$ cat config.mk
export PLATFORM = sky130hd
export DESIGN_NAME = uart_rx_deframer_flat
export DESIGN_NICKNAME = d
export VERILOG_FILES = /design/src/rtl/uart_rx_deframer_if.sv /design/src/rtl/uart_rx_deframer.sv /design/src/flat_wrapper.sv
export SDC_FILE = /design/constraint.sdc
export NUM_CORES = 1
export LEC_CHECK = 0
export BUFFER_PORTS_ARGS = -buffer_cell sky130_fd_sc_hd__buf_2
export CAP_MARGIN = 20
export CORE_ASPECT_RATIO = 0.7
export CORE_UTILIZATION = 50
export DETAILED_ROUTE_END_ITERATION = 12
export PLACE_DENSITY = 0.69
export SLEW_MARGIN = 15
export SYNTH_ARGS = -nofsm -noshare
export SYNTH_HDL_FRONTEND = slang
export SYNTH_SLANG_ARGS = --single-unit
$ cat constraint.sdc
create_clock -name clk -period 2.8 [get_ports clk]
set_clock_uncertainty 0.2 [all_clocks]
set_input_delay 0.28 -clock clk [delete_from_list [all_inputs] [get_ports clk]]
set_output_delay 0.28 -clock clk [all_outputs]
set_load 0.02 [all_outputs]
$ cat src/rtl/uart_rx_deframer_if.sv
// uart_rx_deframer_if
//   Bundles the serial input side and the parallel result side of the
//   UART receive deframer.
//   master : the deframer (consumes baud_tick/rx_in, drives results)
//   slave  : the surrounding logic (drives baud_tick/rx_in, consumes results)
//   Signals:
//     baud_tick      one-clk enable, OVERSAMPLE pulses per bit time
//     rx_in          asynchronous serial line, idle high
//     data_out       last received data word
//     parity_out     last received parity bit
//     rx_valid       one-clk pulse when a new frame is presented
//     framing_error  stop bit of the last frame was sampled low
//     rx_busy        receiver is inside a frame
interface uart_rx_deframer_if #(
  parameter int DATA_BITS = 8
);
  logic                 baud_tick;
  logic                 rx_in;
  logic [DATA_BITS-1:0] data_out;
  logic                 parity_out;
  logic                 rx_valid;
  logic                 framing_error;
  logic                 rx_busy;

  modport master (
    input  baud_tick, rx_in,
    output data_out, parity_out, rx_valid, framing_error, rx_busy
  );

  modport slave (
    output baud_tick, rx_in,
    input  data_out, parity_out, rx_valid, framing_error, rx_busy
  );
endinterface

$ cat src/rtl/uart_rx_deframer.sv
// uart_rx_deframer
//   UART receive front end. Synchronises rx_in, qualifies the start bit at
//   its centre, shifts DATA_BITS data bits in LSB first, captures the parity
//   bit and samples the stop bit. The frame is presented on data_out /
//   parity_out with a one-clk rx_valid pulse; parity is checked downstream.
//   Ports:
//     clk    system clock, rising edge
//     rst_n  asynchronous active-low reset
//     bus    uart_rx_deframer_if.master (baud_tick, rx_in in; results out)
module uart_rx_deframer #(
  parameter int DATA_BITS  = 8,
  parameter int OVERSAMPLE = 16
) (
  input  logic                 clk,
  input  logic                 rst_n,
  uart_rx_deframer_if.master   bus
);

  localparam int TW = $clog2(OVERSAMPLE);
  localparam int BW = $clog2(DATA_BITS + 1);
  localparam logic [TW-1:0] MID_TICK  = TW'(OVERSAMPLE / 2 - 1);
  localparam logic [TW-1:0] LAST_TICK = TW'(OVERSAMPLE - 1);
  localparam logic [BW-1:0] NBITS     = BW'(DATA_BITS);

  typedef enum logic [2:0] {
    IDLE   = 3'd0,
    START  = 3'd1,
    DATA   = 3'd2,
    PARITY = 3'd3,
    STOP   = 3'd4
  } state_e;

  state_e               state_q, state_d;
  logic [TW-1:0]        tick_cnt_q, tick_cnt_d, tick_nx;
  logic [BW-1:0]        bit_cnt_q, bit_cnt_d, bit_nx;
  logic [DATA_BITS-1:0] shreg_q, shreg_d;
  logic                 par_q, par_d;
  logic                 armed_q, armed_d;
  logic                 rx_meta_q, rx_meta_d;
  logic                 rx_s_q, rx_s_d;
  logic [DATA_BITS-1:0] data_out_q, data_out_d;
  logic                 parity_out_q, parity_out_d;
  logic                 rx_valid_q, rx_valid_d;
  logic                 framing_error_q, framing_error_d;
  logic                 rx_busy_q, rx_busy_d;

  // Next-state logic: synchroniser, frame FSM, counters and output captures.
  always_comb begin
    rx_meta_d       = bus.rx_in;
    rx_s_d          = rx_meta_q;
    state_d         = state_q;
    tick_nx         = tick_cnt_q;
    bit_nx          = bit_cnt_q;
    shreg_d         = shreg_q;
    par_d           = par_q;
    armed_d         = armed_q;
    data_out_d      = data_out_q;
    parity_out_d    = parity_out_q;
    framing_error_d = framing_error_q;
    rx_valid_d      = 1'b0;

    if (bus.baud_tick) begin
      case (state_q)
        IDLE: begin
          // armed stays low after a framing error until the line is seen
          // idle, so a stuck-low line cannot retrigger frames.
          if (armed_q && !rx_s_q) begin
            state_d = START;
          end else if (rx_s_q) begin
            armed_d = 1'b1;
          end else begin
            armed_d = armed_q;
          end
        end
        START: begin
          if (tick_cnt_q == MID_TICK) begin
            // A high level at the start-bit centre is a glitch: drop back quietly.
            state_d = rx_s_q ? IDLE : DATA;
          end else begin
            tick_nx = tick_cnt_q + TW'(1'b1);
          end
        end
        DATA: begin
          if (tick_cnt_q == LAST_TICK) begin
            shreg_d = {rx_s_q, shreg_q[DATA_BITS-1:1]};
            bit_nx  = bit_cnt_q + BW'(1'b1);
            tick_nx = {TW{1'b0}};
            if (bit_nx == NBITS) begin
              state_d = PARITY;
            end else begin
              state_d = DATA;
            end
          end else begin
            tick_nx = tick_cnt_q + TW'(1'b1);
          end
        end
        PARITY: begin
          if (tick_cnt_q == LAST_TICK) begin
            par_d   = rx_s_q;
            state_d = STOP;
          end else begin
            tick_nx = tick_cnt_q + TW'(1'b1);
          end
        end
        STOP: begin
          if (tick_cnt_q == LAST_TICK) begin
            // Deliver even on a bad stop bit; framing_error flags it.
            data_out_d      = shreg_q;
            parity_out_d    = par_q;
            framing_error_d = ~rx_s_q;
            rx_valid_d      = 1'b1;
            armed_d         = rx_s_q;
            state_d         = IDLE;
          end else begin
            tick_nx = tick_cnt_q + TW'(1'b1);
          end
        end
        default: begin
          state_d = IDLE;
        end
      endcase
    end else begin
      state_d = state_q;
    end

    // Counters restart from zero whenever the state changes.
    tick_cnt_d = (state_d != state_q) ? {TW{1'b0}} : tick_nx;
    bit_cnt_d  = (state_d != state_q) ? {BW{1'b0}} : bit_nx;
    rx_busy_d  = (state_d != IDLE);
  end

  // State and output registers; the synchroniser resets to the idle-line level.
  always_ff @(posedge clk or negedge rst_n) begin
    if (!rst_n) begin
      state_q         <= IDLE;
      tick_cnt_q      <= {TW{1'b0}};
      bit_cnt_q       <= {BW{1'b0}};
      shreg_q         <= {DATA_BITS{1'b0}};
      par_q           <= 1'b0;
      armed_q         <= 1'b1;
      rx_meta_q       <= 1'b1;
      rx_s_q          <= 1'b1;
      data_out_q      <= {DATA_BITS{1'b0}};
      parity_out_q    <= 1'b0;
      rx_valid_q      <= 1'b0;
      framing_error_q <= 1'b0;
      rx_busy_q       <= 1'b0;
    end else begin
      state_q         <= state_d;
      tick_cnt_q      <= tick_cnt_d;
      bit_cnt_q       <= bit_cnt_d;
      shreg_q         <= shreg_d;
      par_q           <= par_d;
      armed_q         <= armed_d;
      rx_meta_q       <= rx_meta_d;
      rx_s_q          <= rx_s_d;
      data_out_q      <= data_out_d;
      parity_out_q    <= parity_out_d;
      rx_valid_q      <= rx_valid_d;
      framing_error_q <= framing_error_d;
      rx_busy_q       <= rx_busy_d;
    end
  end

  assign bus.data_out      = data_out_q;
  assign bus.parity_out    = parity_out_q;
  assign bus.rx_valid      = rx_valid_q;
  assign bus.framing_error = framing_error_q;
  assign bus.rx_busy       = rx_busy_q;

endmodule
$ cat src/flat_wrapper.sv
// flat-port wrapper written by rule: the top's interface ports become plain ports
module uart_rx_deframer_flat 
#(
  parameter int DATA_BITS  = 8,
  parameter int OVERSAMPLE = 16
)
  (clk, rst_n, bus_baud_tick, bus_rx_in, bus_data_out, bus_parity_out, bus_rx_valid, bus_framing_error, bus_rx_busy);
  uart_rx_deframer_if #(.DATA_BITS(DATA_BITS)) bus_i ();
  input  logic clk;
  input  logic rst_n;
  input wire logic [$bits(bus_i.baud_tick)-1:0] bus_baud_tick;
  input wire logic [$bits(bus_i.rx_in)-1:0] bus_rx_in;
  output wire logic [$bits(bus_i.data_out)-1:0] bus_data_out;
  output wire logic [$bits(bus_i.parity_out)-1:0] bus_parity_out;
  output wire logic [$bits(bus_i.rx_valid)-1:0] bus_rx_valid;
  output wire logic [$bits(bus_i.framing_error)-1:0] bus_framing_error;
  output wire logic [$bits(bus_i.rx_busy)-1:0] bus_rx_busy;
  assign bus_i.baud_tick = bus_baud_tick;
  assign bus_i.rx_in = bus_rx_in;
  assign bus_data_out = bus_i.data_out;
  assign bus_parity_out = bus_i.parity_out;
  assign bus_rx_valid = bus_i.rx_valid;
  assign bus_framing_error = bus_i.framing_error;
  assign bus_rx_busy = bus_i.rx_busy;
  uart_rx_deframer #(.DATA_BITS(DATA_BITS), .OVERSAMPLE(OVERSAMPLE)) u_core (.clk(clk), .rst_n(rst_n), .bus(bus_i));
endmodule
; Yosys cells after proc, flatten, opt, wreduce, memory -nomap -nowiden
; Cells that the tools add are included.
[classes]
mux = 26
shifts = 0
div_mod_pow = 0
order_cmp = 0
n_eq_ne = 13
bitwise = 1
mul = 0
add_sub_neg = 2
n_reduce_logical = 16
[ops]
columns = op, count
row1 = $mux W4, 9
row2 = $mux W3, 6
row3 = $pmux W3 S5, 1
row4 = $pmux W4 S3, 1
row5 = $reduce_and A3 Y1, 4
row6 = $add A4 B1 Y4 const B, 2
row7 = $eq A4 B4 Y1 const B, 2
row8 = $reduce_bool A2 Y1, 4
row9 = $mux W1, 7
row10 = $eq A3 B2 Y1 const B, 2
row11 = $ne A3 B3 Y1 const B, 2
row12 = $reduce_and A5 Y1, 1
row13 = $eq A4 B3 Y1 const B, 1
row14 = $ne A2 B1 Y1 const B, 2
row15 = $reduce_and A4 Y1, 1
row16 = $reduce_bool A4 Y1, 1
row17 = $eq A3 B1 Y1 const B, 1
row18 = $eq A3 B3 Y1 const B, 1
row19 = $logic_not A3 Y1, 1
row20 = $ne A3 B3 Y1, 1
row21 = $reduce_bool A3 Y1, 1
row22 = $mux W2, 1
row23 = $ne A2 B2 Y1 const B, 1
row24 = $pmux W1 S2, 1
row25 = 4 further kinds, 4
[word_totals]
mem_bits_rw = 0
in_bits = 4
latchBits = 0
n_memories = 0
rom_bits = 0
ff_bits = 35
word_cells = 71

; Depth between registers and ports, before layout
; Gate-level depths: netlist of the first run.
[logic_depth]
depth_word = 9
ltp_mapped = 7
depth_no_buf = 6

; Worst setup path after synthesis of the first run
; OpenSTA, ideal clock, no wires.
[synth_timing]
path_type = reg2reg
startpoint = reg u_core.tick_cnt_q[0]
endpoint = reg u_core.bit_cnt_q[1]
path_buffers = 1
synth_period_minus_slack_ns = 1.946
path_stages_with_launch = 8
t_arrival_ns = 1.673
slack_ns = 0.854
path_cell_list = dfrtp_1 ha_1 and3_4 buf_6 and2_4 and4_4 a211o_4 a21oi_2
[synth_between]
elab_chain_cells = 7
elab_cells_between_ends = 14
classes_between = eq/ne: 3 / mux: 7 / reduce/logical: 4
[synth_lines]
columns = element, line_no
row1 = start: declaration, uart_rx_deframer.sv:34  ; logic [TW-1:0] tick_cnt_q, tick_cnt_d, tick_nx;
row2 = start signal: assignment, uart_rx_deframer.sv:136  ; tick_cnt_q <= {TW{1'b0}};
row3 = start signal: assignment, uart_rx_deframer.sv:150  ; tick_cnt_q <= tick_cnt_d;
row4 = $eq A4 B4 Y1 / $eq A4 B3 Y1 (equally long branches), --
row5 = $mux W3 (on tied branches), --
row6 = $pmux W3 S5, uart_rx_deframer.sv:63  ; case (state_q)
row7 = $mux W3, uart_rx_deframer.sv:62  ; if (bus.baud_tick) begin
row8 = $ne A3 B3 Y1, uart_rx_deframer.sv:128  ; bit_cnt_d = (state_d != state_q) ? {BW{1'b0}} : bit_nx;
row9 = $reduce_bool A2 Y1 (no line), --
row10 = $reduce_and A3 Y1 (no line), --
row11 = end signal: assignment, uart_rx_deframer.sv:137  ; bit_cnt_q <= {BW{1'b0}};
row12 = end signal: assignment, uart_rx_deframer.sv:151  ; bit_cnt_q <= bit_cnt_d;
row13 = end: declaration, uart_rx_deframer.sv:35  ; logic [BW-1:0] bit_cnt_q, bit_cnt_d, bit_nx;
; Parallel ways exist; a longest one is shown, timed or not.
; A chain may end at the register's enable or synchronous reset.

; Worst setup path after layout of the first run
[layout_timing]
startpoint = reg u_core.tick_cnt_q[0]
endpoint = reg u_core.data_out_q[5], in the netlist u_core.bus.data_out[5]
[layout_between]
elab_chain_cells = 2
[layout_lines]
columns = element, line_no
row1 = $eq A4 B4 Y1, uart_rx_deframer.sv:106  ; if (tick_cnt_q == LAST_TICK) begin
row2 = $reduce_and A3 Y1 (no line), --
row3 = end signal: assignment, uart_rx_deframer.sv:143  ; data_out_q <= {DATA_BITS{1'b0}};
row4 = end signal: assignment, uart_rx_deframer.sv:157  ; data_out_q <= data_out_d;
row5 = end: declaration, uart_rx_deframer.sv:41  ; logic [DATA_BITS-1:0] data_out_q, data_out_d;
; Every way passes these cells.

==> reports/qor.yml, run 1 <==
layout:
  area_delta_synth_final_pct: 10.8
  final_util_pct: 58.8
  drive_gt1_share_pct: 25.6
  nets: 186
  diodes: 0
clock_tree:
  clk_pin_slew_ns: 0.07
  clock_sinks: 35
  cts-root-buf: "clkbuf_8"
  insertion_delay_ns: 0.28
  cts_max_level: 2
  cts_tree: "built"
  cts_resized: 0
  cts_buffer_depth: 2
  cts_inserted_buffers: 5
yosys:
  yosys.area.top_type: "dfrtp_1"
  synth.most_common_cell: "nand2_1"
  synth_cells: 163
  syn-num-nets: 170
  ys_types: 43
  synth_area_leaders: "dfrtp_1 48%, nand2_1 7.4%, mux2_2 6.0%"
  netlist_area_mm2: 0.00168
  yosysTopAreaCellShare_pct: 47.6
  synth_area_per_cell_um2: 10.3
  synthTopCellsByCount: "33 x nand2_1, 32 x dfrtp_1, 12 x nor2_1, 10 x nand3_1, 9 x mux2_2"
  synth-main-ff-cell: "dfrtp_1"
  yosys_warnings: 0
  async_reset_ff_share_pct: 100
  synth_edf_count: 0
  synth_seq_cells: 35
  ys_seq_area_share_pct: 52.3
worst_setup_path:
  critPathSlowestCell: "dfrtp_1"
  path_cells: "ha_1 > and3_4 > nand4_1 > clkinv_1 > nand2_1 > nand2_1"
  cp-start-kind: "register"
  crit_fanout: 12
  worstPathArrival_ns: 2.12
  cpPeakStageDelay_ns: 0.41
  cp-end-kind: "register"
  path_buf_inv: 1
  worst-setup-path-type: "register to register"
  required_ns: 2.76
  cp_common_cell: "nand2_1"
  cp_top_family: "simple AND/OR/NAND/NOR gates"
  r2r_slack_ns: 0.65
floorplanning:
  initial_core_util_pct: 53.1
  die_h_um: 50.5
  dieArea_mm2: 0.00360
  die_w_um: 71.3
  ioPinCount: 16
  num_rows: 17
  core_mm2: 0.00317
pwr:
  swShare_pct: 26.7
  combPwrFrac_pct: 12.9
  p_int_mw: 0.793
  power_frac_seq_pct: 53.3
  irDropWorstVdd_uv: 444
  leakagePower_nw: 0.937
  power.density_mw_per_mm2: 580
  power.share.clock_pct: 33.8
  p_sw_mw: 0.288
timing:
  rsz0062_at_grt: "no"
  slew_headroom_pct: 50.2
  fin_crit_ns: 2.15
  fin_crit_sh_pct: 76.9
  timing.fmax_mhz: 465
  worst_pin_slew_ns: 0.748
  hold_viol_final: 0
  final-setup-viol-count: 0
  tns_ns: 0
  slew_violations: 0
global_route:
  grt_pass1_wl_um: 5380
  grt_antenna_before_repair: 0
  grt_pass1_vias: 1105
  grtUsageTotal_pct: 19.9
  grt_max_degree: 36
  grt_remaining_overflow: 0
detailed_routing:
  num_vias: 1176
  dr.first_iter.drc_count: 130
  wl_per_cell_um: 13.9
  ant_nets: 0
  vias_per_cell: 5.39
  drc: 1
  wl_um: 3030
  dr.pass1.iters: 8
worst_hold_path:
  hp-class: "register to register"
run:
  maxCapViolCount: 0
run_status:
  status: "finished, violations left"
  violations: "design-rule violations"
placement:
  io_buffers: 15
  gp_congestion: 0.831
  dp_hpwl_um: 2120
## worst paths after layout
path	cells after the start	to	start
setup / recovery	6	u_core.bus.data_out[5]	u_core.tick_cnt_q[0]
hold / removal	0	u_core.rx_s_q	u_core.rx_meta_q
setup reg to reg	6	u_core.bus.data_out[5]	u_core.tick_cnt_q[0]
hold reg to reg	0	u_core.rx_s_q	u_core.rx_meta_q
max in group asynchronous	2	u_core.bus.data_out[6]	rst_n
min in group asynchronous	2	u_core.tick_cnt_q[3]	rst_n
## logic make-up (layout without fill, tap and decap cells)
group / count (synthesis) / in the layout / share of synthesized area (%)
flops: 35 / 35 / 52.3
compound gates: 22 / 22 / 9.45
simple gates: 76 / 76 / 22.2
fa+ha+maj: 3 / 3 / 2.23
xor+xnor: 7 / 7 / 3.65
buf+inv: 10 / 27 / 3.57
mux: 10 / 10 / 6.62
## metal layers
layer	global-route usage, %	share of wire [%]
met5	0	0
met4	6.33	0.86
met3	5.82	6.2
met2	28.1	41
met1	29.3	52
## state kept, by name (all words and copies together) (netlist names), 3 cells and up
| name | cells |
|---|---|
| u_core.bus.data_out | 8 |
| u_core.shreg_q | 8 |
| u_core.bit_cnt_q | 4 |
| u_core.tick_cnt_q | 4 |
| u_core.state_q | 3 |
## area by class of cell
cell class	count	area, um2
clock buffer	7	86.3
clock inverter	1	5.00
fill	255	1310
inverter	2	7.51
multi-input combinational	118	742
sequential	35	880
tap	38	47.5
timing repair buffer	17	95.1
## timing repair
action,in CTS,in global routing
hold buffers,2,0
hold endpoints to repair,33,0
setup buffers,0,0
## worst reg2reg max path, cell delays in order, from the launching register on
cell and delay (ns):
dfrtp_1 0.41, ha_1 0.24, and3_4 0.22, nand4_1 0.38
clkinv_1 0.38, nand2_1 0.15, nand2_1 0.07
## per-stage QoR
stage	power [mW]	setup WS (ns)	hold WS, ns	area [um2]	instances
after floorplan	0.685	0.854	-0.216	1680	163
after global placement	0.717	0.724	0.147	1750	208
after detailed placement	0.722	0.685	0.149	1750	208
after CTS	1.09	0.666	0.158	1860	218
after global routing	1.13	0.403	0.159	1860	218
final	1.08	0.648	0.157	1860	218
## power groups by stage
stage	Clock, mW	Sequential, mW	Combinational (mW)
finish	0.365	0.577	0.139
global route	0.395	0.582	0.157
CTS	0.379	0.576	0.140
detailed placement	0	0.585	0.137
global placement	0	0.583	0.135
floorplan	0	0.571	0.114
## placed cells by master, fill, tap and decap left out, types with 4 or more instances in the layout
cell and instances:
o21ai_0 6, a21oi_1 4, dfrtp_1 32, buf_2 15, nor2_1 12, xnor2_1 4
nand2_1 33, nand3_1 10, clkbuf_8 6, mux2_2 9
(Power assumes the default switching activity.)
==> run 2, diff against run 1 <==
==> constraint.sdc (replaced) <==
create_clock -name clk -period 2 [get_ports clk]
set_clock_uncertainty 0.2 [all_clocks]
set_input_delay 0.2 -clock clk [delete_from_list [all_inputs] [get_ports clk]]
set_output_delay 0.2 -clock clk [all_outputs]
set_load 0.02 [all_outputs]
==> run 2 against run 1 <==
Against the previous run: the flow still finishes with violations (design-rule violations); hold slack got worse by 0.040 ns; clock power grew 100%; fmax is 11% higher; largest cell class unchanged; utilization increased by 6.4 points; highest routed layer unchanged; sequential power rose by 41%; critical path depth did not move; non-clock buffer count grew 14; critical endpoint is now u_core.tick_cnt_q[0]; first-iteration DRC count shrank 34%.
==> reports/qor.yml, run 2 (synthesized netlist as in run 1, its figures left out) <==
run_status:
  status: "finished, violations left"  # unchanged
  violations: "design-rule violations"  # unchanged
detailed_routing:
  drc: 1  # unchanged
  ant_nets: 0  # unchanged
  vias_per_cell: 5.51  # was 5.39
  wl_per_cell_um: 14.4  # was 13.9 um
  num_vias: 1278  # was 1176
  dr.pass1.iters: 9  # was 8
  dr.first_iter.drc_count: 86  # was 130
  wl_um: 3340  # was 3030 um
pwr:
  irDropWorstVdd_uv: 620  # was 444 uV
  leakagePower_nw: 1.02  # was 0.937 nW
  power.density_mw_per_mm2: 892  # was 580 mW/mm2
layout:
  drive_gt1_share_pct: 37.1  # was 25.6%
  nets: 200  # was 186
  stdcell_count: 232  # was 218
  layout_commonest_cell: "nand2_1"  # unchanged
  area_delta_synth_final_pct: 22.8  # was 10.8%
  diodes: 0  # unchanged
  mostFrequentLayoutCells: "33 x nand2_1, 29 x dfrtp_1, 15 x buf_2, 14 x buf_4, 10 x nor2_1"  # was 33 x nand2_1, 32 x dfrtp_1, 15 x buf_2, 12 x nor2_1, 10 x nand3_1
timing:
  rsz0062_at_grt: "no"  # unchanged
  hold_viol_final: 0  # unchanged
  slew_headroom_pct: 48.9  # was 50.2%
  fin_crit_ns: 1.93  # was 2.15 ns
  fin_crit_sh_pct: 96.5  # was 76.9%
  timing.fmax_mhz: 518  # was 465 MHz
  final-setup-viol-count: 0  # unchanged
  tns_ns: 0  # unchanged
  slew_violations: 0  # unchanged
  worst_pin_slew_ns: 0.767  # was 0.748 ns
worst_setup_path:
  r2r_cells: 6  # unchanged
  worst-setup-path-type: "register to register"  # unchanged
  required_ns: 2.01  # was 2.76 ns
  crit_start: "u_core.tick_cnt_q[1]"  # was u_core.tick_cnt_q[0]
  endpoint: "u_core.tick_cnt_q[0]"  # was u_core.bus.data_out[5]
  regToRegStartpoint: "u_core.tick_cnt_q[1]"  # was u_core.tick_cnt_q[0]
  cp-end-kind: "register"  # unchanged
  crit_fanout: 8  # was 12
  timing.rr.end: "u_core.tick_cnt_q[0]"  # was u_core.bus.data_out[5]
  cp-start-kind: "register"  # unchanged
  worstPathArrival_ns: 1.94  # was 2.12 ns
  r2r_slack_ns: 0.07  # was 0.65 ns
global_route:
  grt_max_degree: 36  # unchanged
  grtUsageTotal_pct: 20.2  # was 19.9%
  grt_antenna_before_repair: 0  # unchanged
  grt_pass1_vias: 1165  # was 1105
  grt_remaining_overflow: 0  # unchanged
  grt_pass1_wl_um: 5420  # was 5380 um
floorplanning:
  num_rows: 17  # unchanged
  dieArea_mm2: 0.00360  # unchanged
  ioPinCount: 16  # unchanged
  initial_core_util_pct: 53.1  # unchanged
  die_w_um: 71.3  # unchanged
  die_h_um: 50.5  # unchanged
  core_mm2: 0.00317  # unchanged
run:
  maxCapViolCount: 0  # unchanged
clock_tree:
  cts_buffer_depth: 2  # unchanged
  clk_pin_slew_ns: 0.07  # about the same
  cts-root-buf: "clkbuf_8"  # unchanged
  clock_sinks: 35  # unchanged
  insertion_delay_ns: 0.28  # about the same
  cts_inserted_buffers: 5  # unchanged
  cts_max_level: 2  # unchanged
  cts_tree: "built"  # unchanged
placement:
  io_buffers: 15  # unchanged
  place_inst: 214  # was 208
  gp_congestion: 0.802  # was 0.831
  dp_hpwl_um: 2240  # was 2120 um
worst_hold_path:
  hp-class: "input port to register"  # was register to register
-- run 2: worst min-delay path by stage --
stage                  start  slack, ns  depth (start not counted)              endpoint
2_1_floorplan          rst_n      -0.30                          0   u_core.bit_cnt_q[0]
3_3_place_gp           rst_n       0.10                          1  u_core.tick_cnt_q[0]
3_5_place_dp       bus_rx_in       0.11                          1      u_core.rx_meta_q
4_1_cts        bus_baud_tick        0.1                          3   u_core.bit_cnt_q[1]
5_1_grt        bus_baud_tick       0.14                          3   u_core.bit_cnt_q[1]
6_report       bus_baud_tick       0.12                          3   u_core.bit_cnt_q[1]
-- run 2: final cells by class --
cell class / instances / area, um2
Fill cell: 240 / 1100
Sequential cell: 35 / 883
Multi-Input combinational cell: 118 / 790
Timing Repair Buffer: 31 / 200
Clock buffer: 5 / 68.8
Clock inverter: 3 / 67.6
Tap cell: 38 / 47.5
Inverter: 2 / 7.51
-- run 2: metrics by stage --
step	power, mW	hold WS [ns]	area, um2	worst slack [ns]	utilization (%)
floorplan	0.959	-0.296	1680	0.0538	-
global placement	1.04	0.104	1800	0.0859	56.7
detailed placement	1.05	0.112	1800	-0.00165	56.7
CTS	1.81	0.0970	1950	0.00208	61.6
global route	1.92	0.138	2060	0.00461	65.1
finish	1.84	0.117	2060	0.0696	65.1
-- run 2: worst max-delay path, cell delays in order, from the launching register on --
cell and delay [ns]:
dfrtp_1 0.42, ha_4 0.19, and3_4 0.20, and2_4 0.15, and4_4 0.19, a211o_4 0.38
a21oi_2 0.12
-- run 2: timing repair --
action / 4_1_cts / 5_1_grt
hold buffers: 2 / 0
endpoints found under the setup margin: 5 / 8
gates resized for setup: 1 / 14
buffers inserted: 0 / 8
endpoints found under the hold margin: 33 / 0
pin swaps: 0 / 4
-- run 2: routing by layer --
| metal | up-vias | GRT usage [%] | wire, um |
|---|---|---|---|
| met4 | 0 | 6.00 | 9 |
| met1 | 622 | 28.7 | 1590 |
| li1 | 623 | - | - |
| met5 | - | 0 | 0 |
| met2 | 31 | 30.3 | 1600 |
| met3 | 2 | 5.42 | 149 |
-- run 2: power breakdown --
group / switching [mW] / leakage (nW) / total [mW] / internal, mW
clock network: 0.247 / 0.0644 / 0.744 / 0.497
registers: 0.0606 / 0.468 / 0.812 / 0.752
logic: 0.150 / 0.493 / 0.285 / 0.136
total: 0.458 / 1.02 / 1.84 / 1.38
